**config.mk**
```make
export PLATFORM = sky130hd
export DESIGN_NAME = uart_xmt_fifo
export DESIGN_NICKNAME = d
export VERILOG_FILES = /design/src/rtl/uart_xmt_fifo.sv
export SDC_FILE = /design/constraint.sdc
export NUM_CORES = 1
export LEC_CHECK = 0
export CAP_MARGIN = 10
export CORE_AREA = 2 2 75 77
export CTS_CLUSTER_SIZE = 25
export DETAILED_ROUTE_END_ITERATION = 8
export DIE_AREA = 0 0 77 79
export PLACE_DENSITY = 0.79
export SLEW_MARGIN = 10
export SYNTH_ARGS = -nofsm -noshare
export SYNTH_HDL_FRONTEND = slang
export SYNTH_SLANG_ARGS = --single-unit
```
**constraint.sdc**
```tcl
create_clock -name i_clk -period 3.2 [get_ports i_clk]
set_input_delay 0.96 -clock i_clk [delete_from_list [all_inputs] [get_ports i_clk]]
set_output_delay 0.96 -clock i_clk [all_outputs]
set_load 0.02 [all_outputs]
```
**src/rtl/uart_xmt_fifo.sv**
```systemverilog
// UART transmitter with an input word FIFO: queued words are sent back-to-back as
// start / data (LSB first) / optional parity / 1-2 stop frames.
module uart_xmt_fifo #(
  parameter int WORD_SIZE    = 8,
  parameter int CLKS_PER_BIT = 4,
  parameter int FIFO_DEPTH   = 4,
  parameter int CNT_W        = $clog2(FIFO_DEPTH + 1)
) (
  input  logic                 i_clk,
  input  logic                 i_reset,
  input  logic [WORD_SIZE-1:0] i_data_bus,
  input  logic                 i_load_xmt_data,
  input  logic                 i_enable,
  input  logic [1:0]           i_parity_mode,
  input  logic                 i_two_stop,
  output logic                 o_serial_out,
  output logic                 o_busy,
  output logic                 o_done,
  output logic                 o_fifo_full,
  output logic                 o_fifo_empty,
  output logic [CNT_W-1:0]     o_fifo_count,
  output logic                 o_overflow
);

  localparam int PTR_W = $clog2(FIFO_DEPTH);
  localparam int CLK_W = $clog2(CLKS_PER_BIT);
  localparam int IDX_W = $clog2(WORD_SIZE);

  typedef enum logic [2:0] {IDLE, START, DATA, PARITY, STOP} state_t;

  state_t state, next_state;

  logic [WORD_SIZE-1:0] fifo_mem [FIFO_DEPTH];
  logic [PTR_W-1:0]     wr_ptr, rd_ptr;
  logic [CNT_W-1:0]     count;
  logic                 overflow_q;

  logic [WORD_SIZE-1:0] shift_reg;
  logic [CLK_W-1:0]     clk_cnt;
  logic [IDX_W-1:0]     bit_idx;
  logic                 par_bit, par_en_q, two_stop_q, done_q;

  logic fifo_full, fifo_empty, bit_tick, last_data, last_stop, frame_end, pop, push_ok;

  assign fifo_full  = (count == CNT_W'(FIFO_DEPTH));
  assign fifo_empty = (count == '0);
  assign bit_tick   = (clk_cnt == CLK_W'(CLKS_PER_BIT - 1));
  assign last_data  = (bit_idx == IDX_W'(WORD_SIZE - 1));
  assign last_stop  = (bit_idx == (two_stop_q ? IDX_W'(1) : '0));
  assign frame_end  = (state == STOP) && bit_tick && last_stop;

  // A pop happens from IDLE or on the final stop edge, which gives gap-free chaining.
  assign pop     = !fifo_empty && i_enable && ((state == IDLE) || frame_end);
  assign push_ok = i_load_xmt_data && (!fifo_full || pop);

  always_ff @(posedge i_clk) begin
    if (push_ok) fifo_mem[wr_ptr] <= i_data_bus;
  end

  always_ff @(posedge i_clk) begin
    if (i_reset) begin
      wr_ptr     <= '0;
      rd_ptr     <= '0;
      count      <= '0;
      overflow_q <= 1'b0;
    end else begin
      if (push_ok) wr_ptr <= wr_ptr + PTR_W'(1);
      if (pop)     rd_ptr <= rd_ptr + PTR_W'(1);
      case ({push_ok, pop})
        2'b10:   count <= count + CNT_W'(1);
        2'b01:   count <= count - CNT_W'(1);
        default: count <= count;
      endcase
      if (i_load_xmt_data && !push_ok) overflow_q <= 1'b1;
    end
  end

  always_ff @(posedge i_clk) begin
    if (i_reset) state <= IDLE;
    else         state <= next_state;
  end

  always_comb begin
    next_state = state;
    case (state)
      IDLE:    if (pop) next_state = START;
      START:   if (bit_tick) next_state = DATA;
      DATA:    if (bit_tick && last_data) next_state = par_en_q ? PARITY : STOP;
      PARITY:  if (bit_tick) next_state = STOP;
      STOP:    if (frame_end) next_state = pop ? START : IDLE;
      default: next_state = IDLE;
    endcase
  end

  // Frame configuration and parity are captured at pop time so mid-frame input changes are ignored.
  always_ff @(posedge i_clk) begin
    if (i_reset) begin
      shift_reg  <= '0;
      clk_cnt    <= '0;
      bit_idx    <= '0;
      par_bit    <= 1'b0;
      par_en_q   <= 1'b0;
      two_stop_q <= 1'b0;
      done_q     <= 1'b0;
    end else begin
      done_q <= frame_end;
      if (pop) begin
        shift_reg  <= fifo_mem[rd_ptr];
        par_bit    <= (^fifo_mem[rd_ptr]) ^ (i_parity_mode == 2'b10);
        par_en_q   <= (i_parity_mode == 2'b01) || (i_parity_mode == 2'b10);
        two_stop_q <= i_two_stop;
        clk_cnt    <= '0;
        bit_idx    <= '0;
      end else if (state != IDLE) begin
        if (bit_tick) begin
          clk_cnt <= '0;
          case (state)
            DATA: begin
              shift_reg <= shift_reg >> 1;
              bit_idx   <= last_data ? '0 : bit_idx + IDX_W'(1);
            end
            STOP:    bit_idx <= last_stop ? '0 : bit_idx + IDX_W'(1);
            default: bit_idx <= bit_idx;
          endcase
        end else begin
          clk_cnt <= clk_cnt + CLK_W'(1);
        end
      end
    end
  end

  always_comb begin
    o_serial_out = 1'b1;
    case (state)
      START:   o_serial_out = 1'b0;
      DATA:    o_serial_out = shift_reg[0];
      PARITY:  o_serial_out = par_bit;
      default: o_serial_out = 1'b1;
    endcase
  end

  assign o_busy       = (state != IDLE);
  assign o_done       = done_q;
  assign o_fifo_full  = fifo_full;
  assign o_fifo_empty = fifo_empty;
  assign o_fifo_count = count;
  assign o_overflow   = overflow_q;

endmodule

```
==> run_results.csv, run 1 <==
group,metric,value,unit
status,status,"completed",
route,drt-met1-wl,2.308,mm
pwr,power,2.317,mW
timing,min_period,2801,ps
layout,ff_latch_area,0.001562,mm2
timing,setup_tns,0,ps
route,num_vias,1893,
timing,hold_ws,469.5,ps
layout,largest_register_ffs,32,
clock_network,clk-insertion-delay-late,340,ps
route,drtAntennaViolNets,0,
pwr,p_sw,658.7,uW
clock_network,cts_resized,0,
clock_network,numCtsBuffers,9,
global_route,grtUsageTotal,18.27,%
layout,multi_input_comb_area,0.001114,mm2
layout,syn_to_final_growth,18.41,%
clock_network,cts_hold_buf,0,
yosys,syn-instance-count,235,
clock_network,clock_sinks,62,
yosys,synth-seq-cells,62,
pwr,p_sw_share,28.43,%
route,wl_met2,2.293,mm
worst_setup_path,end_kind,"flop",
yosys,synthArstFlopShare,0,%
clock_network,cts_tree,"done",
global_route,grt_pass1_vias,1857,
pwr,pwr-share-comb,24.7,%
timing,rsz0062_at_grt,"false",
layout,diodes,0,
yosys,yosysTopAreaCell,"edfxtp_1",
place,dp_hpwl,3.545,mm
yosys,syn-num-nets,259,
route,drt_iter0_drc,97,
layout,nNetsFinal,285,
global_route,grt_pass1_wl,8.604,mm
layout,fillers,437,
timing,period_share,87.52,%
pwr,peakVddDrop,0.4006,mV
timing,layout_setup_ws,399.4,ps
hold_path,min_path_type,"flop to flop",
worst_setup_path,cpMaxStageDelayCell,"clkdlybuf4s50_1",
yosys,synth-edff-count,32,
route,firstDrtPassIters,4,
place,placed_area,0.003085,mm2
die,initial_core_util,52.34,%
timing,final_max_slew_viol_count,0,
worst_setup_path,path_delay_family,"buffers and inverters",
worst_setup_path,arrival,3030,ps
route,wl_per_cell,14.53,um
worst_setup_path,required,3430,ps
worst_setup_path,cp_max_fo,3,
clock_network,post_cts_buffers,0,
worst_setup_path,max_stage_delay,490,ps
die,die_x,77,um
pwr,p_clk_share,32.2,%
pwr,seqPwrFrac,43.1,%
route,routed.top_layer,"met4",
layout,design_area,0.003308,mm2
pwr,leakagePower,1.172,nW
die,core-area,0.005338,mm2
place,pre_cts_ws,52.51,ps
die,row_count,27,
route,wl,4.912,mm
clock_network,clk_pin_slew,70,ps
yosys,synth_area,0.002794,mm2
die,die_height,79,um
route,route.met3.wl,271,um
global_route,grt_overflow,0,
place,place_congestion,0.8735,
place,io_buffers,23,
yosys,synth_top_area_share,34.39,%
pwr,powerDensity,700.4,mW/mm2
yosys,ys_types,43,
clock_network,htree_num_levels,3,
yosys,yosysSeqAreaShare,55.89,%
timing,slew_headroom,58.88,%
timing,clock_skew,7.492,ps
yosys,synth-main-ff-cell,"edfxtp_1",
yosys,synth_area_leaders,"edfxtp_1, dfxtp_1, mux4_1",
route,vias_per_cell,5.601,
timing,setup_violations,0,
clock_network,root_buffer,"clkbuf_8",
clock_network,clockBufferDepth,2,
yosys,synth-warning-count,0,
timing,fmax,357.1,MHz
worst_setup_path,timing.critical_path.buf_inv,2,
timing,hold_viol,0,
die,die_area,0.006083,mm2
die,pin_count,24,
worst_setup_path,crit_type,"primary input to flop",
worst_setup_path,startpoint_type,"primary input",
route,drc,0,
global_route,antenna_found_initial,0,
pwr,p_int,1.658,mW
timing,tightest_slew,614.0,ps
flow_run,maxCapViolCount,0,
layout,drive_above_1_share,10.53,%
worst_setup_path,path_cells,"clkdlybuf4s50_1 > nand3_1 > nor3_1 > inv_1 > fa_1 > a2111oi_2 > o21ai_0 > nor3b_1",
global_route,grt_max_degree,13,
yosys,syn_avg_cell_area,11.89,um2
cells in the mapped netlist (2+ instances only):
library cell   n
nor3b_1        2
a211oi_1       5
nor3_1         8
a31oi_1        4
a22oi_1        7
mux4_1         6
nor2_1        13
edfxtp_1      32
xnor2_1        3
dfxtp_1       30
nand2_1       14
mux4_2         2
and3_1         7
a21boi_0       2
inv_1         12
nand4_1        3
o21ai_0        9
buf_2          3
nand3_1       16
xnor3_1        2
clkbuf_1       9
a21oi_1       16
ha_1           8
xor2_1         3
logic make-up (layout without fill, tap and decap cells):
group	after synthesis	count (layout)	share of synthesized area (%)
xor+xnor	9	9	4.076
simple gates	71	71	12.72
mux	9	9	7.613
buf+inv	26	57	4.254
compound gates	49	49	11.15
flops	62	62	55.89
fa+ha+maj	9	9	4.299
worst register-to-register path: stages (launching register included):
cell,delay (ps)
dfxtp_1,350
xnor2_1,370
a31oi_1,300
nor3_1,360
inv_1,140
fa_1,410
a2111oi_2,330
o21ai_0,120
nor3b_1,140
power groups by stage:
stage | clock, mW | combinational [mW] | sequential [mW]
global placement | 0 | 0.562 | 1.01
detailed placement | 0 | 0.570 | 1.02
CTS | 0.761 | 0.574 | 0.999
global route | 0.804 | 0.631 | 1.01
finish | 0.746 | 0.573 | 0.998
floorplan | 0 | 0.440 | 0.990
worst paths after layout:
| check | end | cells after the start | from | slack (ps) |
|---|---|---|---|---|
| setup / recovery | o_fifo_count[2] | 8 | i_enable | 400 |
| hold / removal | shift_reg[1] | 2 | shift_reg[1] | 470 |
| setup reg to reg | o_fifo_count[2] | 8 | bit_idx[0] | 570 |
| hold reg to reg | shift_reg[1] | 2 | shift_reg[1] | 470 |
routing by layer:
metal,track usage (%),vias to the layer above
met1,23.37,894
met4,6.964,0
met3,6.705,7
met2,28.60,56
li1,-,936
met5,0,-
layout by cell type, fill, tap and decap left out, drive strengths merged, types with 2 or more instances in the layout:
cell	n
edfxtp	32
dfxtp	30
clkdlybuf4s50	23
nand3	16
a21oi	16
nand2	14
nor2	14
inv	12
o21ai	9
clkbuf	9
nor3	8
ha	8
mux4	8
and3	7
a22oi	7
buf	6
a211oi	5
a31oi	4
xnor2	4
clkinv	4
xor2	3
nand4	3
a21boi	2
nor3b	2
xnor3	2
bufinv	2
metrics by stage:
stage	util, %	std cells
6_report	61.98	338
5_1_grt	61.98	338
4_1_cts	61.98	338
3_5_place_dp	57.81	322
3_3_place_gp	57.81	322
2_1_floorplan	-	235
cell type report:
| cell class | count | area share [%] |
|---|---|---|
| Clock buffer | 9 | 3.744 |
| Tap cell | 72 | 2.723 |
| Multi-Input combinational cell | 147 | 33.66 |
| Inverter | 12 | 1.362 |
| Timing Repair Buffer | 29 | 8.321 |
| Sequential cell | 62 | 47.20 |
| Clock inverter | 7 | 2.988 |
Power figures use the tool's default switching activity.
==> run 2: changes to the inputs <==
- CORE_AREA: 2 2 75 77 -> 10 10 62 114
- DIE_AREA: 0 0 77 79 -> 0 0 72 124
==> run 2 against run 1 <==
Combinational power grew 2%. Critical path depth is the same. Non-clock buffer count shrank 1. Sequential power is essentially flat. Count of clock-buffer cells in the layout grew 1. Flip-flop and latch count is the same. Clock power shrank 22%. Global-route usage shrank 5.8 points. Register-to-register slack gained 60 ps. Sequential share of layout area grew 1.2 points. Critical endpoint unchanged. Largest cell class unchanged. Highest routed layer unchanged.
==> run_results.csv, run 2 (synthesis gave the netlist of run 1 again) <==
group,metric,value,unit
status,status,"completed",
global_route,grt_overflow,0,
worst_setup_path,cp_max_fo,3,
route,drtAntennaViolNets,0,
hold_path,hold-path-cell-count,2,
layout,ff_latch_area,0.001562,mm2
route,wl,5.267,mm
global_route,antenna_found_initial,0,
die,initial_core_util,53.89,%
die,core-area,0.005185,mm2
flow_run,maxCapViolCount,0,
hold_path,min_path_type,"flop to flop",
hold_path,hold_start,"o_overflow",
layout,drive_above_1_share,9.091,%
layout,nNetsFinal,284,
route,num_vias,1874,
global_route,grt_max_degree,19,
worst_setup_path,cpMaxStageDelayCell,"clkdlybuf4s50_1",
timing,final_max_slew_viol_count,0,
pwr,powerDensity,671.1,mW/mm2
global_route,grt_pass1_vias,1872,
clock_network,clk-insertion-delay-late,340,ps
die,row_count,37,
timing,setup_tns,0,ps
global_route,grt_pass1_wl,8.659,mm
place,placed_area,0.003060,mm2
clock_network,cts_tree,"done",
timing,period_share,87.64,%
route,drt_iter0_drc,119,
worst_setup_path,path_cells,"clkdlybuf4s50_1 > nand3_1 > nor3_1 > inv_1 > fa_1 > a2111oi_2 > o21ai_0 > nor3b_1",
layout,diodes,0,
layout,syn_to_final_growth,15.41,%
timing,fmax,356.6,MHz
timing,rsz0062_at_grt,"false",
hold_path,hold_end,"o_overflow",
timing,min_period,2804,ps
die,die_area,0.008928,mm2
worst_setup_path,r2r_cells,8,
die,die_x,72,um
worst_setup_path,r2r_slack,630,ps
layout,mostFrequentLayoutCells,"edfxtp_1, dfxtp_1, clkdlybuf4s50_1, nand3_1, a21oi_1",
timing,slew_headroom,61.77,%
place,io_buffers,23,
die,pin_count,24,
route,vias_per_cell,5.820,
timing,hold_viol,0,
worst_setup_path,end_kind,"flop",
clock_network,clk_pin_slew,70,ps
clock_network,clockBufferDepth,2,
worst_setup_path,rr_endpoint,"o_fifo_count[2]",
layout,largest_register_ffs,32,
clock_network,htree_num_levels,3,
layout,multi_input_comb_area,0.001114,mm2
worst_setup_path,startpoint_type,"primary input",
route,firstDrtPassIters,4,
timing,setup_violations,0,
clock_network,cts_resized,0,
clock_network,clock_sinks,62,
timing,tightest_slew,570.8,ps
clock_network,numCtsBuffers,9,
timing,clock_skew,8.341,ps
worst_setup_path,required,3430,ps
pwr,peakVddDrop,0.5113,mV
route,drc,0,
layout,layout_commonest_cell,"edfxtp_1",
worst_setup_path,arrival,3030,ps
layout,fillers,418,
pwr,leakagePower,1.135,nW
route,wl_per_cell,16.36,um
layout,design_area,0.003224,mm2
clock_network,cts_hold_buf,0,
worst_setup_path,crit_type,"primary input to flop",
place,dp_hpwl,3.813,mm
global_route,grtUsageTotal,12.45,%
die,die_height,124,um
worst_setup_path,r2r-start,"clk_cnt[0]",
clock_network,post_cts_buffers,0,
clock_network,root_buffer,"clkbuf_8",
place,place_congestion,0.8741,
worst_setup_path,timing.critical_path.buf_inv,2,
worst_setup_path,max_stage_delay,500,ps
worst_setup_path,path_delay_family,"buffers and inverters",
## run 2: cell count changes in the layout (fill, tap and decap cells not counted), sizes merged
cell,before,now
bufinv,2,0
clkinv,4,2
buf,6,5
clkbuf,9,10
clkinvlp,1,2
inv,12,13
## run 2: power by group
| group | internal (mW) | leakage [nW] | total, mW | switching, mW |
|---|---|---|---|---|
| Sequential | 0.927 | 0.538 | 0.997 | 0.0699 |
| Combinational | 0.290 | 0.520 | 0.587 | 0.297 |
| Clock | 0.277 | 0.0764 | 0.579 | 0.302 |
| Total | 1.50 | 1.13 | 2.16 | 0.669 |
## run 2: per-stage QoR
step,hold slack [ps],util (%),instances,total power [mW],worst slack (ps)
after floorplan,448.1,-,235,1.430,619.4
after global placement,451.1,59.03,307,1.586,157.2
after detailed placement,458.3,59.03,307,1.601,67.96
after CTS,471.2,62.19,322,2.192,419.2
after global routing,503.9,62.19,322,2.276,328.2
final,465.0,62.19,322,2.164,395.7
## run 2: layout make-up
class | count | share of cell area [%]
sequential | 62 | 48.43
multi-input combinational | 147 | 34.54
timing repair buffer | 28 | 8.304
clock buffer | 10 | 3.958
tap | 58 | 2.251
inverter | 12 | 1.397
clock inverter | 5 | 1.125
## run 2: routing by layer
metal | up-vias | wire [um] | GRT usage [%]
met2 | 25 | 2906 | 22.06
met1 | 910 | 2042 | 11.90
met4 | 0 | 150 | 8.273
met3 | 12 | 167 | 3.981
li1 | 927 | - | -
met5 | - | 0 | 0
## run 2: worst reg2reg max path, stage by stage, from the launching register on
cell and delay (ps):
dfxtp_1 360, ha_1 340, a31oi_1 280, nor3_1 330, inv_1 150, fa_1 420, a2111oi_2 320, o21ai_0 120
nor3b_1 150
## run 2: worst max-delay path by stage
stage,to,depth (start not counted),startpoint,slack [ps]
after global placement,o_fifo_count[2],8,i_enable,160
after floorplan,o_fifo_count[2],7,i_load_xmt_data,620
after detailed placement,o_fifo_count[2],8,i_enable,70
after CTS,o_busy,3,state[1],420
final,o_fifo_count[2],8,i_enable,400
after global routing,o_serial_out,3,state[1],330
